==> src/rtl/psum_accumulator.sv <==
// Accumulates POX-lane signed partial products over len beats per group and
// emits each group's 16-bit saturated sum as a one-cycle pulse, with no bubble between groups.
module psum_accumulator #(
  parameter int unsigned POX   = 3,
  parameter int unsigned DW    = 16,
  parameter int unsigned CNT_W = 12,
  parameter int unsigned ACC_W = 28
) (
  input  logic                clk,
  input  logic                rst,
  input  logic                start,
  input  logic [CNT_W-1:0]    cfg_len,
  input  logic [CNT_W-1:0]    cfg_groups,
  input  logic [POX*DW-1:0]   in_data,
  input  logic                in_valid,
  output logic [POX*DW-1:0]   acc_out,
  output logic                acc_out_valid,
  output logic                busy,
  output logic                done,
  output logic [POX-1:0]      sat_flag
);

  localparam int unsigned EXT_W = ACC_W - DW;

  localparam logic signed [ACC_W-1:0] SAT_MAX = {{(EXT_W + 1){1'b0}}, {(DW - 1){1'b1}}};
  localparam logic signed [ACC_W-1:0] SAT_MIN = {{(EXT_W + 1){1'b1}}, {(DW - 1){1'b0}}};

  typedef enum logic {
    S_IDLE = 1'b0,
    S_ACC  = 1'b1
  } state_t;

  state_t                   r_state;
  logic [CNT_W-1:0]         r_len;
  logic [CNT_W-1:0]         r_groups;
  logic [CNT_W-1:0]         r_beat_cnt;
  logic [CNT_W-1:0]         r_grp_cnt;
  logic                     r_first;
  logic signed [ACC_W-1:0]  r_acc [POX];
  logic [POX*DW-1:0]        r_acc_out;
  logic                     r_acc_out_valid;
  logic                     r_busy;
  logic                     r_done;
  logic [POX-1:0]           r_sat_flag;

  logic signed [ACC_W-1:0]  w_sum [POX];
  logic [POX*DW-1:0]        w_sat_data;
  logic [POX-1:0]           w_clip;
  logic                     w_last_beat;
  logic                     w_last_grp;

  // Per-lane sum of the current beat, restarting from zero on a group's first beat.
  always_comb begin
    w_sat_data = '0;
    w_clip     = '0;
    for (int i = 0; i < POX; i++) begin
      w_sum[i] = (r_first ? ACC_W'(0) : r_acc[i])
               + $signed({{EXT_W{in_data[i*DW + DW - 1]}}, in_data[i*DW +: DW]});
      if (w_sum[i] > SAT_MAX) begin
        w_sat_data[i*DW +: DW] = SAT_MAX[DW-1:0];
        w_clip[i]              = 1'b1;
      end else if (w_sum[i] < SAT_MIN) begin
        w_sat_data[i*DW +: DW] = SAT_MIN[DW-1:0];
        w_clip[i]              = 1'b1;
      end else begin
        w_sat_data[i*DW +: DW] = w_sum[i][DW-1:0];
      end
    end
  end

  assign w_last_beat = in_valid && (r_beat_cnt == (r_len - CNT_W'(1)));
  assign w_last_grp  = (r_grp_cnt == (r_groups - CNT_W'(1)));

  always_ff @(posedge clk or posedge rst) begin
    if (rst) begin
      r_state         <= S_IDLE;
      r_len           <= '0;
      r_groups        <= '0;
      r_beat_cnt      <= '0;
      r_grp_cnt       <= '0;
      r_first         <= 1'b0;
      for (int i = 0; i < POX; i++) r_acc[i] <= '0;
      r_acc_out       <= '0;
      r_acc_out_valid <= 1'b0;
      r_busy          <= 1'b0;
      r_done          <= 1'b0;
      r_sat_flag      <= '0;
    end else begin
      r_acc_out_valid <= 1'b0;
      r_done          <= 1'b0;
      case (r_state)
        S_IDLE: begin
          if (start) begin
            r_len      <= (cfg_len    == '0) ? CNT_W'(1) : cfg_len;
            r_groups   <= (cfg_groups == '0) ? CNT_W'(1) : cfg_groups;
            r_beat_cnt <= '0;
            r_grp_cnt  <= '0;
            r_first    <= 1'b1;
            r_sat_flag <= '0;
            r_busy     <= 1'b1;
            r_state    <= S_ACC;
          end
        end
        S_ACC: begin
          if (in_valid) begin
            for (int i = 0; i < POX; i++) r_acc[i] <= w_sum[i];
            r_first    <= 1'b0;
            r_beat_cnt <= r_beat_cnt + CNT_W'(1);
            if (w_last_beat) begin
              r_acc_out       <= w_sat_data;
              r_acc_out_valid <= 1'b1;
              r_sat_flag      <= r_sat_flag | w_clip;
              r_beat_cnt      <= '0;
              r_first         <= 1'b1;
              r_grp_cnt       <= r_grp_cnt + CNT_W'(1);
              if (w_last_grp) begin
                r_done  <= 1'b1;
                r_busy  <= 1'b0;
                r_state <= S_IDLE;
              end
            end
          end
        end
        default: r_state <= S_IDLE;
      endcase
    end
  end

  assign acc_out       = r_acc_out;
  assign acc_out_valid = r_acc_out_valid;
  assign busy          = r_busy;
  assign done          = r_done;
  assign sat_flag      = r_sat_flag;

endmodule

==> config.mk <==
export PLATFORM = sky130hd
export DESIGN_NAME = psum_accumulator
export DESIGN_NICKNAME = d
export VERILOG_FILES = /design/src/rtl/psum_accumulator.sv
export SDC_FILE = /design/constraint.sdc
export NUM_CORES = 1
export LEC_CHECK = 0
export BUFFER_PORTS_ARGS = -buffer_cell sky130_fd_sc_hd__buf_4
export CAP_MARGIN = 15
export CORE_MARGIN = 2
export CORE_UTILIZATION = 65
export CTS_CLUSTER_SIZE = 8
export DETAILED_ROUTE_END_ITERATION = 10
export PLACE_DENSITY = 0.84
export SLEW_MARGIN = 40
export SYNTH_ARGS = -nofsm -noshare
export SYNTH_HDL_FRONTEND = slang
export SYNTH_SLANG_ARGS = --single-unit
export TNS_END_PERCENT = 50
==> constraint.sdc <==
create_clock -name clk -period 11.7 [get_ports clk]
set_input_delay 3.51 -clock clk [delete_from_list [all_inputs] [get_ports clk]]
set_output_delay 3.51 -clock clk [all_outputs]
set_load 0.005 [all_outputs]
Word-level counts from Yosys, hierarchy flattened
Cells that the tools add are included.
{"block": "classes", "n_mux": 47, "n_lt_le_gt_ge": 6, "reduce_logical": 9, "bitwise_logic": 2, "n_addsub": 7, "n_eq_ne": 6}
{"op": "16-bit two-way mux", "count": 6}
{"op": "28-bit by 16-bit adder with 28-bit output", "count": 3}
{"op": "28-bit by 16-bit greater-than comparator with 1-bit output (second input constant)", "count": 3}
{"op": "28-bit by 16-bit less-than comparator with 1-bit output (second input constant)", "count": 3}
{"op": "12-bit two-way mux", "count": 7}
{"op": "28-bit two-way mux", "count": 3}
{"op": "12-bit case mux with 2 select lines", "count": 2}
{"op": "12-bit by 1-bit adder with 12-bit output (second input constant)", "count": 2}
{"op": "12-bit equality test", "count": 2}
{"op": "12-bit zero test", "count": 2}
{"op": "12-bit by 1-bit subtractor with 12-bit output (second input constant)", "count": 2}
{"op": "1-bit two-way mux", "count": 22}
{"op": "3-bit two-way mux", "count": 3}
{"op": "1-bit case mux with 2 select lines", "count": 3}
{"op": "3-bit case mux with 2 select lines", "count": 1}
{"op": "2-bit AND reduction", "count": 3}
{"op": "3-bit AND reduction", "count": 2}
{"op": "2-bit by 1-bit inequality test with 1-bit output (second input constant)", "count": 2}
{"op": "2-bit inequality test (second input constant)", "count": 2}
{"op": "4-bit AND reduction", "count": 1}
{"op": "3-bit OR", "count": 1}
{"op": "1-bit logical AND", "count": 1}
{"op": "1-bit NOT", "count": 1}
{"block": "totals", "out_inout_bits": 54, "in_bits": 76, "reg_bits": 188, "wordCells": 91}

Depth between registers and ports, before layout
Gate-level depths: netlist (run 1).
{"block": "logic_depth", "word_depth": 9, "depth_mapped": 17, "mapped_depth_nobuf": 14}

Worst setup path after synthesis (run 1)
No wires, ideal clock.
{"block": "synth_path", "path_kind": "input -> register", "from": "input in_data[32]", "to": "register r_acc_out[35], in the netlist acc_out[35]", "path_stages": 12, "path_buffers": 1, "setup_time_ps": 77, "setup_slack_ps": 5166, "t_arrival_ps": 6457, "t_required_ps": 11623, "cell_sequence": "ha_1 > fa_1 > a21o_1 > a221oi_1 > nor3_1 > a211o_1 > a221oi_1 > xor2_1 > o41ai_2 > buf_2 > o21ai_0 > a21oi_1"}
{"block": "synth_via", "elab_chain_len": 4, "elab_cells_between_ends": 5, "cone_classes": "add/sub (1); order compare (2); mux (2)"}
{"element": "start: declaration", "line_no": "14", "source": "input logic [POX*DW-1:0] in_data,"}
{"element": "28-bit by 16-bit adder with 28-bit output (*)", "line_no": "58", "source": "+ $signed({{EXT_W{in_data[i*DW + DW - 1]}}, in_data[i*DW +: DW]});"}
{"element": "28-bit by 16-bit less-than comparator with 1-bit output", "line_no": "62", "source": "end else if (w_sum[i] < SAT_MIN) begin"}
{"element": "16-bit two-way mux", "line_no": "62"}
{"element": "16-bit two-way mux (*)", "line_no": "59", "source": "if (w_sum[i] > SAT_MAX) begin"}
{"element": "end signal: assignment", "line_no": "110", "source": "r_acc_out <= w_sat_data;"}
{"element": "end: declaration", "line_no": "40", "source": "logic [POX*DW-1:0] r_acc_out;"}
Every way passes the cells marked *; elsewhere a longest branch is shown, timed or not.
A chain may end at the register's enable or synchronous reset.

Worst setup path in the final report (run 1)
{"block": "layout_path", "from": "input in_data[32]", "to": "register r_acc_out[38], in the netlist acc_out[38]"}
Same word-level chain as after synthesis.

==> results of run 1 <==
[sequential cells by signal, indices dropped and copies added, names as in the netlist]
| name | flops |
|---|---|
| acc_out | 48 |
| acc_out_valid | 1 |
| busy | 1 |
| done | 1 |
| r_acc | 84 |
| r_beat_cnt | 12 |
| r_first | 1 |
| r_groups | 12 |
| r_grp_cnt | 12 |
| r_len | 12 |
| r_state | 1 |
| sat_flag | 3 |
[stage by stage]
step | utilization, % | total power [mW]
floorplan | - | 2.306
global placement | 70.73 | 2.687
detailed placement | 70.83 | 2.759
CTS | 73.79 | 3.393
global route | 73.96 | 3.671
finish | 73.96 | 3.418
[per-layer routing]
layer | up-vias | part of all wire, % | GRT usage (%)
li1 | 5822 | - | -
met1 | 5876 | 44 | 42.94
met2 | 447 | 47 | 50.21
met3 | 68 | 6.7 | 5.260
met4 | 0 | 2.2 | 9.190
met5 | - | 0 | 0
[where the power goes]
| part | internal (mW) | switching, mW |
|---|---|---|
| clock network | 0.330 | 0.290 |
| registers | 0.865 | 0.133 |
| logic | 0.757 | 1.04 |
[cells by family after synthesis]
group | share of synthesized area [%]
simple gates | 22.49
compound gates | 21.28
flops | 34.36
buf+inv | 3.966
xor+xnor | 7.347
fa+ha+maj | 8.205
mux | 2.357
[synth_stat cells, types with 31 or more instances]
cell	n
nand2_1	219
dfrtp_1	188
o21ai_0	135
a21oi_1	95
nor2_1	94
nor2b_1	92
ha_1	85
xnor2_1	64
inv_1	51
xor2_1	49
clkbuf_1	47
nor3_1	36
nand4_1	31
[worst min-delay path, delay by kind of cell (launching register included)]
| kind | cells | cell delay [ns] |
|---|---|---|
| AOI/OAI and AO/OA | 1 | 0.06 |
| DFF | 1 | 0.34 |
| and+or+nand+nor | 1 | 0.04 |
[final cells by class]
class,instances,share of cell area [%]
clock buffers,18,2.852
clock inverters,14,1.146
inverters,52,1.357
multi-input cells,1271,55.12
flip-flops and latches,188,30.56
well taps,275,2.234
repair buffers,136,6.735
[worst max path at each step]
stage | start | to | slack (ns) | cells past startpoint
6_report | in_data[32] | acc_out[38]$_DFFE_PP0P_ | 4.81 | 12
5_1_grt | in_data[32] | acc_out[38]$_DFFE_PP0P_ | 4.51 | 12
4_1_cts | in_data[32] | acc_out[39]$_DFFE_PP0P_ | 4.88 | 12
3_5_place_dp | in_data[32] | acc_out[39]$_DFFE_PP0P_ | 4.44 | 12
3_3_place_gp | in_data[32] | acc_out[34]$_DFFE_PP0P_ | 4.23 | 12
2_1_floorplan | rst | acc_out[0]$_DFFE_PP0P_ | 3.08 | 1
==> impl_metrics.py, run 1 <==
metrics = {
    "run_status": {
        "status": "finished, final reports clean",
    },
    "synthesis": {
        "ys_types": 100,
        "ys_seq_area_share_pct": 34.36,
        "synthFlopType": "dfrtp_1",
        "netlist_instances": 1585,
        "ys_warn_count": 0,
        "synth_area_mm2": 0.01369,
        "syn_area_per_cell_um2": 8.639,
        "postSynthNetCount": 1749,
        "synth_area_leader_cell": "dfrtp_1",
        "postSynth.asyncResetShare_pct": 100.0,
        "ys_ff_latch": 188,
        "synth-edff-count": 0,
        "synth.area.top_cells": "dfrtp_1, ha_1, nand2_1",
        "synth_top_area_share_pct": 34.36,
    },
    "placement": {
        "port_buffers": 129,
        "place_ws_ns": 4.438,
        "place_area_mm2": 0.01475,
        "dpl.cell_count": 1921,
        "place_congestion": 0.9246,
        "dpl.hpwl_um": 24150,
    },
    "layout": {
        "layout_commonest_cell": "nand2_1",
        "area_growth_pct": 12.46,
        "layout_common_cells": "nand2_1, dfrtp_1, o21ai_0",
        "nFillCells": 1544,
        "layout.cells.non_filler": 1954,
        "nets": 1830,
        "fin_area_mm2": 0.01540,
        "diodes": 0,
        "multi_input_area_mm2": 0.008488,
        "drive_gt1_share_pct": 15.90,
        "regArea_mm2": 0.004706,
    },
    "power": {
        "cellPowerDensity_mw_per_mm2": 221.9,
        "irDropWorstVdd_mv": 0.1262,
        "p_leak_nw": 7.028,
    },
    "global_route": {
        "antenna_found_initial": 0,
        "grt_util_all_layers_pct": 30.99,
        "grt_pass1_wl_um": 56150,
        "grt_max_degree": 118,
        "grt-ovfl-total": 0,
        "grt_pass1_vias": 11660,
    },
    "cts": {
        "cts_tree": "done",
        "cts_buffers": 17,
        "clk_pin_slew_ns": 0.08,
        "insertion_delay_ns": 0.46,
        "cts_resized": 0,
        "clock_path_buffers": 2,
        "postCtsHoldBufs": 0,
        "h-tree-depth": 4,
        "post_cts_buffers": 0,
        "cts.sinks": 188,
        "cts_root_buf": "clkbuf_16",
    },
    "worst_hold_path": {
        "hp-class": "reg -> reg",
        "whs_path_depth": 2,
        "min_to": "r_acc[27]$_DFFE_PP0P_",
        "worstHoldStart": "r_acc[27]$_DFFE_PP0P_",
    },
    "die": {
        "dieArea_mm2": 0.02224,
        "core_mm2": 0.02082,
        "die_w_um": 149.1,
        "ios": 130,
        "start_util_pct": 65.76,
        "fp.dieH_um": 149.1,
        "rows": 53,
    },
    "detailed_routing": {
        "vias": 12210,
        "antenna_left": 0,
        "drc_errors": 0,
        "avgViaCountPerCell": 6.250,
        "routed_wl_um": 33870,
        "wire_per_inst_um": 17.33,
        "dr.pass1.iters": 5,
        "drtIter0Drc": 902,
    },
    "setup_path": {
        "path_max_fanout": 16,
        "cp.required_ns": 12.07,
        "crit_path_start_kind": "input port",
        "reg2reg_from": "r_first$_DFFE_PP0P_",
        "reg2reg_to": "acc_out[13]$_DFFE_PP0P_",
        "critPathKind": "in -> reg",
        "cp_cell_sequence": "buf_4 > ha_1 > fa_1 > a21o_1 > a221oi_1 > nor3_1 > a211o_1 > a221oi_1 > xor2_1 > o41ai_4 > o21ai_0 > a31oi_1",
        "reg2reg_depth": 13,
        "critPathTopFamily": "compound AO/OA/AOI/OAI gates",
        "arrival_ns": 7.26,
        "cp_slowest_cell": "o41ai_4",
        "end_kind": "flop",
        "reg2reg_setup_slack_ns": 6.53,
        "crit_top_cell": "a221oi_1",
        "worst_path_largest_cell_delay_ns": 0.84,
        "critPathBufInv": 1,
    },
    "timing": {
        "finalHoldViolations": 0,
        "timing.hold.ws_ns": 0.4745,
        "fin_setup_tns_ns": 0,
        "worst_pin_slew_ns": 0.8275,
        "clock_skew_ns": 0.01211,
        "rsz0062_at_grt": "false",
        "finalWorstPathRequiredPeriod_ns": 6.888,
        "setup-violations-final": 0,
        "slew_viol_final": 0,
        "fmax_mhz": 145.2,
        "maxSlewHeadroom_pct": 44.64,
        "setup_slack_ns": 4.812,
        "finalCritPeriodShare_pct": 58.87,
    },
    "run": {
        "cap_viol_max_count": 0,
    },
}
No activity file was read; power rests on OpenSTA's default activity.
==> run 2: changes to the inputs <==
Settings changed: CORE_UTILIZATION 65 to 61, PLACE_DENSITY 0.84 to 0.8.
Clock period 11.7 ns to 6.9 ns, I/O delays scaled along.
==> run 2 against run 1 <==
Sequential cell count is the same. Setup slack lost 3.4 ns. Cell count grew 0.41%. Sequential share of layout area grew 0.075 points. Count of clock-buffer cells in the layout grew 3.
==> impl_metrics.py, run 2 (same netlist as run 1, synthesis figures left out) <==
metrics = {
    "run_status": {
        "status": "finished, final reports clean",
    },
    "global_route": {
        "grt_pass1_vias": 11640,
        "grt_max_degree": 96,
        "antenna_found_initial": 0,
        "grt_pass1_wl_um": 57970,
        "grt-ovfl-total": 0,
        "grt_util_all_layers_pct": 29.99,
    },
    "setup_path": {
        "critPathKind": "in -> reg",
        "critPathTopFamily": "simple AND/OR/NAND/NOR gates",
        "worst_path_largest_cell_delay_ns": 0.73,
        "path_max_fanout": 16,
        "arrival_ns": 5.74,
        "cp_cell_sequence": "buf_4 > ha_1 > nand4_1 > or3_1 > a2111oi_2 > nor3_2 > xor2_1 > nand2_1 > nor4b_1 > nand4_1 > o21ai_0 > o211ai_1",
        "end_kind": "flop",
        "crit_path_start_kind": "input port",
        "crit_top_cell": "nand4_1",
        "cp.required_ns": 7.20,
        "cp_slowest_cell": "nand4_1",
        "critPathBufInv": 1,
    },
    "placement": {
        "place_congestion": 0.9523,
        "place_area_mm2": 0.01479,
        "port_buffers": 129,
        "dpl.hpwl_um": 25380,
        "place_ws_ns": 1.136,
        "dpl.cell_count": 1930,
    },
    "timing": {
        "fmax_mhz": 183.8,
        "finalWorstPathRequiredPeriod_ns": 5.440,
        "finalCritPeriodShare_pct": 78.83,
        "setup_slack_ns": 1.460,
        "timing.hold.ws_ns": 0.4727,
        "slew_viol_final": 0,
        "clock_skew_ns": 0.01910,
        "worst_pin_slew_ns": 0.8535,
        "setup-violations-final": 0,
        "finalHoldViolations": 0,
        "rsz0062_at_grt": "false",
        "fin_setup_tns_ns": 0,
        "maxSlewHeadroom_pct": 42.93,
    },
    "detailed_routing": {
        "drc_errors": 0,
        "dr.pass1.iters": 7,
        "routed_wl_um": 35200,
        "avgViaCountPerCell": 6.193,
        "antenna_left": 0,
        "wire_per_inst_um": 17.94,
        "drtIter0Drc": 1214,
        "vias": 12150,
    },
    "cts": {
        "cts_buffers": 17,
        "postCtsHoldBufs": 0,
        "h-tree-depth": 4,
        "post_cts_buffers": 0,
        "cts_root_buf": "clkbuf_16",
        "cts.sinks": 188,
        "clk_pin_slew_ns": 0.07,
        "cts_tree": "done",
        "insertion_delay_ns": 0.44,
        "clock_path_buffers": 2,
        "cts_resized": 0,
    },
    "layout": {
        "nFillCells": 1777,
        "layout.cells.non_filler": 1962,
        "nets": 1833,
        "regArea_mm2": 0.004706,
        "fin_area_mm2": 0.01536,
        "layout_common_cells": "nand2_1, dfrtp_1, buf_4",
        "largest_reg_flops": 84,
        "drive_gt1_share_pct": 15.81,
        "final_util_pct": 69.96,
        "multi_input_area_mm2": 0.008468,
        "layout_commonest_cell": "nand2_1",
        "diodes": 0,
        "largest-register": "r_acc",
        "area_growth_pct": 12.19,
    },
    "die": {
        "start_util_pct": 62.36,
        "rows": 54,
        "dieArea_mm2": 0.02366,
        "ios": 130,
        "die_w_um": 153.8,
        "core_mm2": 0.02196,
        "fp.dieH_um": 153.8,
    },
    "power": {
        "p_leak_nw": 7.008,
        "p_total_mw": 5.753,
        "cellPowerDensity_mw_per_mm2": 374.5,
        "irDropWorstVdd_mv": 0.1809,
    },
    "worst_hold_path": {
        "hp-class": "reg -> reg",
    },
    "run": {
        "cap_viol_max_count": 0,
    },
}
==> run 2: worst paths after layout <==
check | startpoint | endpoint | slack [ns] | depth (start not counted)
worst min register to register | r_acc[27]$_DFFE_PP0P_ | r_acc[27]$_DFFE_PP0P_ | 0.47 | 2
min in group asynchronous | rst | r_acc[21]$_DFFE_PP0P_ | 1.74 | 3
worst max-delay path | in_data[15] | acc_out[11]$_DFFE_PP0P_ | 1.46 | 12
worst max register to register | r_first$_DFFE_PP0P_ | acc_out[35]$_DFFE_PP0P_ | 1.90 | 14
worst min-delay path | r_acc[27]$_DFFE_PP0P_ | r_acc[27]$_DFFE_PP0P_ | 0.47 | 2
max in group asynchronous | rst | r_first$_DFFE_PP0P_ | 4.32 | 4
==> run 2: power by group <==
part | leakage, nW | total (mW) | internal, mW | switching, mW
sequential | 2.37 | 1.69 | 1.47 | 0.226
clock | 0.269 | 0.983 | 0.514 | 0.470
combinational | 4.37 | 3.08 | 1.29 | 1.79
==> run 2: worst min-delay path: cells and delay by family, from the launching register on <==
family | cells | cell delay (ns)
simple gates | 1 | 0.05
compound gates | 1 | 0.06
flops | 1 | 0.33
==> run 2: metal layers <==
| layer | wire length (um) | track usage [%] |
|---|---|---|
| met1 | 15740 | 42.01 |
| met2 | 16580 | 48.93 |
| met3 | 2000 | 4.284 |
| met4 | 879 | 8.545 |
| met5 | 0 | 0 |
==> run 2: layout make-up <==
type / count / share of cell area (%)
multi-input combinational: 1271 / 55.12
sequential: 188 / 30.63
timing repair buffer: 139 / 7.004
clock buffer: 21 / 2.932
tap: 280 / 2.281
inverter: 52 / 1.303
clock inverter: 11 / 0.7249
==> run 3: changes to the inputs <==
Clock period 6.9 ns to 5.5 ns, I/O delays scaled along.
==> run 3 against run 2 <==
Total power rose by 27%. Non-clock buffer count rose by 5. Wire length fell by 0.94%. Die area did not move. Design area rose by 0.77%. Sequential power rose by 26%. Register-to-register slack got worse by 1.0 ns. Combinational power rose by 26%. Clock power rose by 34%. Worst hold slack improved by 0.0019 ns. Critical path type unchanged. Critical endpoint is now acc_out[40]$_DFFE_PP0P_.
==> impl_metrics.py, run 3 (same netlist as run 1, synthesis figures left out) <==
metrics = {
    "run_status": {
        "status": "finished, final reports clean",
    },
    "layout": {
        "nFillCells": 1783,
        "largest-register": "r_acc",
        "area_growth_pct": 13.06,
        "fin_area_mm2": 0.01548,
        "layout_common_cells": "nand2_1, dfrtp_1, buf_4",
        "nets": 1838,
        "largest_reg_flops": 84,
        "diodes": 0,
        "layout_commonest_cell": "nand2_1",
        "drive_gt1_share_pct": 16.24,
    },
    "detailed_routing": {
        "routed_wl_um": 34870,
        "antenna_left": 0,
        "avgViaCountPerCell": 6.154,
        "dr.pass1.iters": 5,
        "vias": 12110,
        "wire_per_inst_um": 17.73,
        "drc_errors": 0,
        "drtIter0Drc": 968,
    },
    "global_route": {
        "grt-busiest-layer": "met2",
        "antenna_found_initial": 1,
        "grt_max_degree": 94,
        "use_met3_pct": 4.284,
        "grt_pass1_wl_um": 57760,
        "use_met2_pct": 49.18,
        "grt_util_all_layers_pct": 29.89,
        "grt-ovfl-total": 0,
        "use_met1_pct": 40.85,
        "grt_pass1_vias": 11700,
    },
    "die": {
        "die_w_um": 153.8,
        "fp.dieH_um": 153.8,
        "start_util_pct": 62.36,
        "dieArea_mm2": 0.02366,
        "rows": 54,
        "core_mm2": 0.02196,
        "ios": 130,
    },
    "timing": {
        "fin_setup_tns_ns": 0,
        "finalWorstPathRequiredPeriod_ns": 4.731,
        "clock_skew_ns": 0.01092,
        "finalCritPeriodShare_pct": 86.02,
        "slew_viol_final": 0,
        "finalHoldViolations": 0,
        "setup-violations-final": 0,
        "rsz0062_at_grt": "false",
        "worst_pin_slew_ns": 0.8067,
        "fmax_mhz": 211.4,
        "maxSlewHeadroom_pct": 46.08,
    },
    "cts": {
        "cts_tree": "done",
        "h-tree-depth": 4,
        "post_cts_buffers": 0,
        "cts_buffers": 17,
        "cts.sinks": 188,
        "insertion_delay_ns": 0.44,
        "cts_root_buf": "clkbuf_16",
        "cts_resized": 0,
        "clk_pin_slew_ns": 0.07,
        "postCtsHoldBufs": 0,
        "clock_path_buffers": 2,
    },
    "setup_path": {
        "path_max_fanout": 7,
        "critPathBufInv": 1,
        "end_kind": "flop",
        "arrival_ns": 5.04,
        "critPathTopFamily": "compound AO/OA/AOI/OAI gates",
        "worst_path_largest_cell_delay_ns": 0.49,
        "critPathKind": "in -> reg",
        "cp_cell_sequence": "buf_4 > ha_1 > fa_1 > a21o_1 > a221oi_1 > nor3_1 > a211o_1 > a21oi_1 > xor2_1 > nor4bb_1 > a21boi_1 > nor2_2 > a21oi_1",
        "crit_top_cell": "a21oi_1",
        "crit_path_start_kind": "input port",
        "cp.required_ns": 5.81,
        "cp_slowest_cell": "a221oi_1",
    },
    "power": {
        "irDropWorstVdd_mv": 0.2742,
        "p_total_mw": 7.322,
        "cellPowerDensity_mw_per_mm2": 473.0,
        "p_leak_nw": 7.075,
    },
    "placement": {
        "place_area_mm2": 0.01485,
        "dpl.hpwl_um": 25960,
        "port_buffers": 129,
        "place_congestion": 0.9102,
    },
    "run": {
        "cap_viol_max_count": 0,
    },
    "worst_hold_path": {
        "hp-class": "reg -> reg",
    },
}
-- run 3: cell types whose count changed in the layout (fill, tap and decap cells not counted), sizes merged --
| cell | previous run | this run |
|---|---|---|
| clkinvlp | 3 | 2 |
| bufinv | 1 | 2 |
| clkinv | 6 | 3 |
| inv | 53 | 58 |
| clkbuf | 21 | 19 |
| buf | 139 | 144 |
-- run 3: final timing paths --
path / from / end / slack (ns) / cells after the start
setup / recovery: in_data[32] / acc_out[40]$_DFFE_PP0P_ / 0.77 / 13
hold / removal: r_acc[21]$_DFFE_PP0P_ / r_acc[21]$_DFFE_PP0P_ / 0.47 / 2
setup reg to reg: r_first$_DFFE_PP0P_ / acc_out[13]$_DFFE_PP0P_ / 0.87 / 13
hold reg to reg: r_acc[21]$_DFFE_PP0P_ / r_acc[21]$_DFFE_PP0P_ / 0.47 / 2
max in group asynchronous: rst / r_beat_cnt[5]$_DFFE_PP0P_ / 3.24 / 5
min in group asynchronous: rst / r_acc[15]$_DFFE_PP0P_ / 1.21 / 3
-- run 3: area by class of cell --
class | count | area, um2 | share of cell area, %
inverter | 52 | 200.2 | 1.293
clock inverter | 13 | 170.2 | 1.099
clock buffer | 19 | 452.9 | 2.926
sequential | 188 | 4706 | 30.40
timing repair buffer | 144 | 1134 | 7.322
tap | 280 | 350.3 | 2.263
multi-input combinational | 1271 | 8468 | 54.70
-- run 3: where the power goes --
| group | internal [mW] | leakage [nW] | switching [mW] |
|---|---|---|---|
| Clock | 0.717 | 0.304 | 0.604 |
| Combinational | 1.62 | 4.40 | 2.25 |
| Sequential | 1.84 | 2.37 | 0.289 |
| Total | 4.18 | 7.08 | 3.14 |
-- run 3: worst reg2reg max path, delay by kind of cell, from the launching register on --
kind                     cells  cell delay (ns)
AND/OR/NAND/NOR              7             1.67
buffers and inverters        1             0.38
adder cells (fa/ha/maj)      1             0.46
AO/OA/AOI/OAI                3             1.04
flip-flops                   1             0.85
multiplexers                 1             0.14
-- run 3: per-layer routing --
layer / part of all wire, % / up-vias
met5: 0 / -
li1: - / 5852
met1: 44 / 5783
met2: 47 / 395
met4: 2.7 / 0
met3: 5.6 / 75
-- run 3: metrics by stage --
step / setup WS, ns / util [%] / hold slack (ns) / std cells
4_1_cts: 0.8177 / 70.47 / 0.4766 / 1967
3_3_place_gp: 0.4969 / 67.38 / 0.4538 / 1933
5_1_grt: 0.4872 / 70.50 / 0.4936 / 1967
2_1_floorplan: 0.8261 / - / 0.4407 / 1585
6_report: 0.7691 / 70.50 / 0.4746 / 1967
3_5_place_dp: 0.3751 / 67.64 / 0.4622 / 1935
